$ cat config.mk
export PLATFORM = sky130hd
export DESIGN_NAME = regfile_multiport
export DESIGN_NICKNAME = d
export VERILOG_FILES = /design/src/rtl/regfile_pkg.sv /design/src/rtl/regfile_read_port.sv /design/src/rtl/regfile_multiport.sv
export SDC_FILE = /design/constraint.sdc
export NUM_CORES = 2
export LEC_CHECK = 0
export ABC_AREA = 1
export CAP_MARGIN = 40
export CORE_UTILIZATION = 40
export DETAILED_ROUTE_END_ITERATION = 10
export GPL_TIMING_DRIVEN = 1
export HOLD_SLACK_MARGIN = 0.05
export PLACE_DENSITY_LB_ADDON = 0.05
export SYNTH_ARGS = -nofsm -noshare
export SYNTH_HDL_FRONTEND = slang
export SYNTH_SLANG_ARGS = --single-unit
$ cat constraint.sdc
create_clock -name clk -period 8.09 [get_ports clk]
set_input_delay 1.618 -clock clk [delete_from_list [all_inputs] [get_ports clk]]
set_output_delay 1.618 -clock clk [all_outputs]
set_load 0.005 [all_outputs]
$ cat src/rtl/regfile_pkg.sv
// Shared definitions for the multiport register file: FSM state encoding
// and the bit-offset helper used to unpack the flattened per-port buses.
package regfile_pkg;

  localparam logic ST_IDLE  = 1'b0;
  localparam logic ST_CLEAR = 1'b1;

  function automatic int slice_lo(input int port, input int width);
    return port * width;
  endfunction

endpackage

$ cat src/rtl/regfile_read_port.sv
// One combinational read port: array mux with busy gating, zero-entry gating
// and optional same-cycle forwarding of the write port.
module regfile_read_port
  import regfile_pkg::*;
#(
  parameter int DATA_W   = 32,
  parameter int ADDR_W   = 5,
  parameter int ZERO_REG = 1,
  parameter int BYPASS   = 1
) (
  input  logic [DATA_W-1:0] i_mem [2**ADDR_W],
  input  logic              i_state,
  input  logic [ADDR_W-1:0] i_addr,
  input  logic              i_wr_en,
  input  logic [ADDR_W-1:0] i_wr_addr,
  input  logic [DATA_W-1:0] i_wr_data,
  output logic [DATA_W-1:0] o_data
);

  logic w_is_zero;
  logic w_hit;

  assign w_is_zero = (ZERO_REG != 0) && (i_addr == '0);
  assign w_hit     = (BYPASS != 0) && i_wr_en && (i_addr == i_wr_addr);

  // Priority: sweep blanks everything, then the hardwired zero, then forwarding.
  always_comb begin
    o_data = i_mem[i_addr];
    if (i_state == ST_CLEAR) begin
      o_data = '0;
    end else if (w_is_zero) begin
      o_data = '0;
    end else if (w_hit) begin
      o_data = i_wr_data;
    end
  end

endmodule

$ cat src/rtl/regfile_multiport.sv
// Parametrised register file with N combinational read ports, one write port
// and a sequential clear sweep (one entry per cycle) after reset or on request.
module regfile_multiport
  import regfile_pkg::*;
#(
  parameter int DATA_W   = 32,
  parameter int ADDR_W   = 5,
  parameter int NUM_RD   = 2,
  parameter int ZERO_REG = 1,
  parameter int BYPASS   = 1
) (
  input  logic                     clk,
  input  logic                     rst_n,
  input  logic                     clr_in,
  input  logic                     wr_en_in,
  input  logic [ADDR_W-1:0]        wr_addr_in,
  input  logic [DATA_W-1:0]        wr_data_in,
  input  logic [NUM_RD*ADDR_W-1:0] rd_addr_in,
  output logic [NUM_RD*DATA_W-1:0] rd_data_out,
  output logic                     ready_out,
  output logic                     busy_out
);

  localparam int DEPTH = 2**ADDR_W;

  logic              r_state;
  logic              w_state_next;
  logic [ADDR_W-1:0] r_clr_cnt;
  logic [ADDR_W-1:0] w_clr_cnt_next;
  logic [DATA_W-1:0] r_mem [DEPTH];
  logic              w_busy;
  logic              w_wr_accept;

  assign w_busy      = (r_state == ST_CLEAR);
  assign ready_out   = ~w_busy;
  assign busy_out    = w_busy;
  assign w_wr_accept = wr_en_in && !((ZERO_REG != 0) && (wr_addr_in == '0));

  always_ff @(posedge clk or negedge rst_n) begin
    if (!rst_n) begin
      r_state   <= ST_CLEAR;
      r_clr_cnt <= '0;
    end else begin
      r_state   <= w_state_next;
      r_clr_cnt <= w_clr_cnt_next;
    end
  end

  // The counter wrap from DEPTH-1 to 0 lines up with the return to IDLE.
  always_comb begin
    w_state_next   = r_state;
    w_clr_cnt_next = r_clr_cnt;
    if (r_state == ST_IDLE) begin
      if (clr_in) begin
        w_state_next   = ST_CLEAR;
        w_clr_cnt_next = '0;
      end
    end else begin
      w_clr_cnt_next = r_clr_cnt + ADDR_W'(1);
      if (r_clr_cnt == ADDR_W'(DEPTH - 1)) begin
        w_state_next = ST_IDLE;
      end
    end
  end

  // Storage has no reset; the sweep is what zeroes it.
  always_ff @(posedge clk) begin
    if (w_busy) begin
      r_mem[r_clr_cnt] <= '0;
    end else if (w_wr_accept) begin
      r_mem[wr_addr_in] <= wr_data_in;
    end
  end

  for (genvar gi = 0; gi < NUM_RD; gi++) begin : g_rd
    localparam int LO_A = slice_lo(gi, ADDR_W);
    localparam int LO_D = slice_lo(gi, DATA_W);

    regfile_read_port #(
      .DATA_W  (DATA_W),
      .ADDR_W  (ADDR_W),
      .ZERO_REG(ZERO_REG),
      .BYPASS  (BYPASS)
    ) u_rd (
      .i_mem    (r_mem),
      .i_state  (r_state),
      .i_addr   (rd_addr_in[LO_A +: ADDR_W]),
      .i_wr_en  (wr_en_in),
      .i_wr_addr(wr_addr_in),
      .i_wr_data(wr_data_in),
      .o_data   (rd_data_out[LO_D +: DATA_W])
    );
  end

endmodule

==> reports/results.tsv <==
metric	value	unit
worst min-delay path class	reg2reg	
floorplan row count	150	
hold bufs inserted after CTS	0	
overall global routing resource usage	39.5	%
largest family of logic cells by synthesized area	simple AND/OR/NAND/NOR gates	
drt via density	6.56	
Worst Path Required	6470	ps
die area	170000	sq um
P&R area growth vs syn	11.7	%
drt pass-1 iters	7	
slew margin rel.	18.0	%
Slew Limit Fails	0	
post-synthesis mux area share	0	%
post-placement cell count	10325	
power density cells	354	nW/um^2
chip height	412	um
Final Cycle Share	83.9	%
layout cells sized above 1	6.55	%
first-pass GRT wire length	485	mm
H-tree level count	4	
average cell area after synthesis	7.83	sq um
Critical Path AT	5170	ps
CTS Buf Count	134	
Ys Warns	0	
vias in the first global route	63762	
Nets	8313	
post-synthesis sequential area ratio	45.8	%
post-synth top area cell	edfxtp_1	
register area	30900	sq um
Fmax	147	MHz
largest net degree at the start of global routing	164	
CP max FO	110	
Routed WL	345	mm
top area cells in the synthesized netlist	edfxtp_1, nand2_1, o32ai_1	
outcome	finished, final reports clean	
Async SR Flop Fraction	0.583	%
Slew @ Worst Pin	1230	ps
Root Buffer	clkbuf_16	
clock sinks	1030	
area of the multi-input gates	29400	sq um
minimum clock period	6790	ps
number of flops mapped to enable cells by yosys	1024	
number of port buffers	116	
initial antenna violation count	13	
compound-cell area share of the yosys netlist	15.0	%
Vias	69312	
Post-Synthesis Cells	8605	
XOR/XNOR Fraction of Synth Area	0	%
Post-Synth Simple-Gate Area	27.6	%
core region area	167000	sq um
Most used DFF post-synth	edfxtp_1	
Post-Syn Area	67400	sq um
Final Hold Viols	0	
Post-DRT Antenna Nets	0	
Synth cell types	25	
syn nets	8661	
CTS clk-pin slew, worst paths	50	ps
WL per Instance	32.7	um
Layout Skew	33.3	ps
Max-Cap Viols	0	
fill cell count	16655	
Clock Path Buffers	3	
Lkg Pwr	0.0315	uW
HPWL after detailed placement	199	mm
Initial Util	40.3	%
CTS tree	built	
adder-cell share of the synthesized area	0.0928	%
crit path kind	in2out	
Iter 0 DRT Violations	10838	
top-area cell type share of the netlist area	45.6	%
grt total ovfl	0	
# resized after CTS	0	
CP endpoint kind	output pin	
die width	412	um
final setup slack of the worst path	1300	ps
Util after Layout	45.0	%
Residual DRC	0	
unrepaired setup endpoints after global routing	false	
Final setup viols	0	
setup TNS	0	ps
Clock Latency Late Sink	820	ps
Place WS	1510	ps
CP Launch Type	input pin	
Peak supply drop	0.259	mV
global placer's final weighted congestion	0.933	
Synth Register Bits	1030	
Post-CTS Setup Inserts	0	
post-route insts no fill	10559	
# IOs	117	
==> synth_stat cells (10+ instances only) <==
cell type	count
nand2_1	2593
o22ai_1	11
clkbuf_1	465
edfxtp_1	1024
buf_2	329
nor2_1	117
nand3_1	1632
inv_1	1074
a21oi_1	53
o211ai_1	75
nand3b_1	17
buf_1	62
o21ai_0	133
nor3_1	10
buf_4	10
o32ai_1	975
==> power breakdown <==
part | switching (uW) | total, uW | internal [uW]
Combinational | 7590 | 10900 | 3320
Sequential | 642 | 9920 | 9280
Clock | 2540 | 5800 | 3260
==> path summary, 6_finish.rpt <==
| path | from | end | slack (ps) | cells past startpoint |
|---|---|---|---|---|
| worst max-delay path | rd_addr_in[0] | rd_data_out[13] | 1300 | 11 |
| worst min-delay path | r_clr_cnt[0]$_DFFE_PN0P_ | r_clr_cnt[0]$_DFFE_PN0P_ | 580 | 1 |
| worst max register to register | busy_out$_DFF_PN1_ | r_mem[119]$_DFFE_PP_ | 3560 | 6 |
| worst min register to register | r_clr_cnt[0]$_DFFE_PN0P_ | r_clr_cnt[0]$_DFFE_PN0P_ | 580 | 1 |
| max in group asynchronous | rst_n | busy_out$_DFF_PN1_ | 6710 | 1 |
| min in group asynchronous | rst_n | r_clr_cnt[4]$_DFFE_PN0P_ | 1080 | 1 |
==> cell families (layout without fill, tap and decap cells) <==
group / count (synthesis) / in the layout
simple gates: 4377 / 4377
buf+inv: 1946 / 1695
compound gates: 1247 / 1247
flops: 1030 / 1030
fa+ha+maj: 5 / 5
other cells: 0 / 1
==> cell usage in the layout, fill, tap and decap left out, types with 16 or more instances in the layout <==
cell,synthesis,layout
a21oi_1,53,53
nor2_4,1,31
clkinv_1,0,29
o21ai_0,133,102
nor2_1,117,86
clkinv_2,0,16
buf_4,10,203
edfxtp_1,1024,1024
buf_12,0,35
nand2_1,2593,2571
inv_1,1074,1068
o211ai_1,75,75
clkbuf_1,465,35
nand3_1,1632,1632
o32ai_1,975,975
o21ai_4,0,31
nand2_2,2,22
buf_16,0,22
nand3b_1,17,17
clkdlybuf4s50_1,0,106
clkbuf_16,0,139
==> stage by stage <==
step / area, sq um / total power, uW / hold slack, ps
after CTS: 75300 / 26400 / 576
after floorplan: 67400 / 16800 / 520
after detailed placement: 71200 / 20600 / 566
final: 75300 / 26600 / 577
after global routing: 75300 / 27900 / 610
after global placement: 70300 / 20200 / 572
==> area by class of cell <==
type                    count  share of cell area [%]
diodes                      1                 0.00333
clock buffers             174                    4.80
clock inverters            59                   0.547
inverters                1079                    5.44
multi-input cells        5629                    39.0
flip-flops and latches   1030                    41.1
well taps                2204                    3.66
repair buffers            383                    5.43
==> per-layer routing <==
metal	share of wire (%)	GRT usage, %
met5	0.038	0
met1	39	52.6
met3	13	10.8
met4	6.8	24.0
met2	42	56.7
==> flip-flops by register name, indices dropped and copies added (netlist names) <==
name,flops
busy_out,1
r_clr_cnt,5
r_mem,1024
==> worst max-delay path, stage by stage <==
cell and delay [ps]:
buf_8 490, inv_8 470, buf_12 400, nand2_1 130, nand3_1 70, nand3_1 150
nand3_1 280, nand3_1 240, nand2_1 250, a21oi_1 220, clkdlybuf4s50_1 520
No activity file was read; power rests on OpenSTA's default activity.
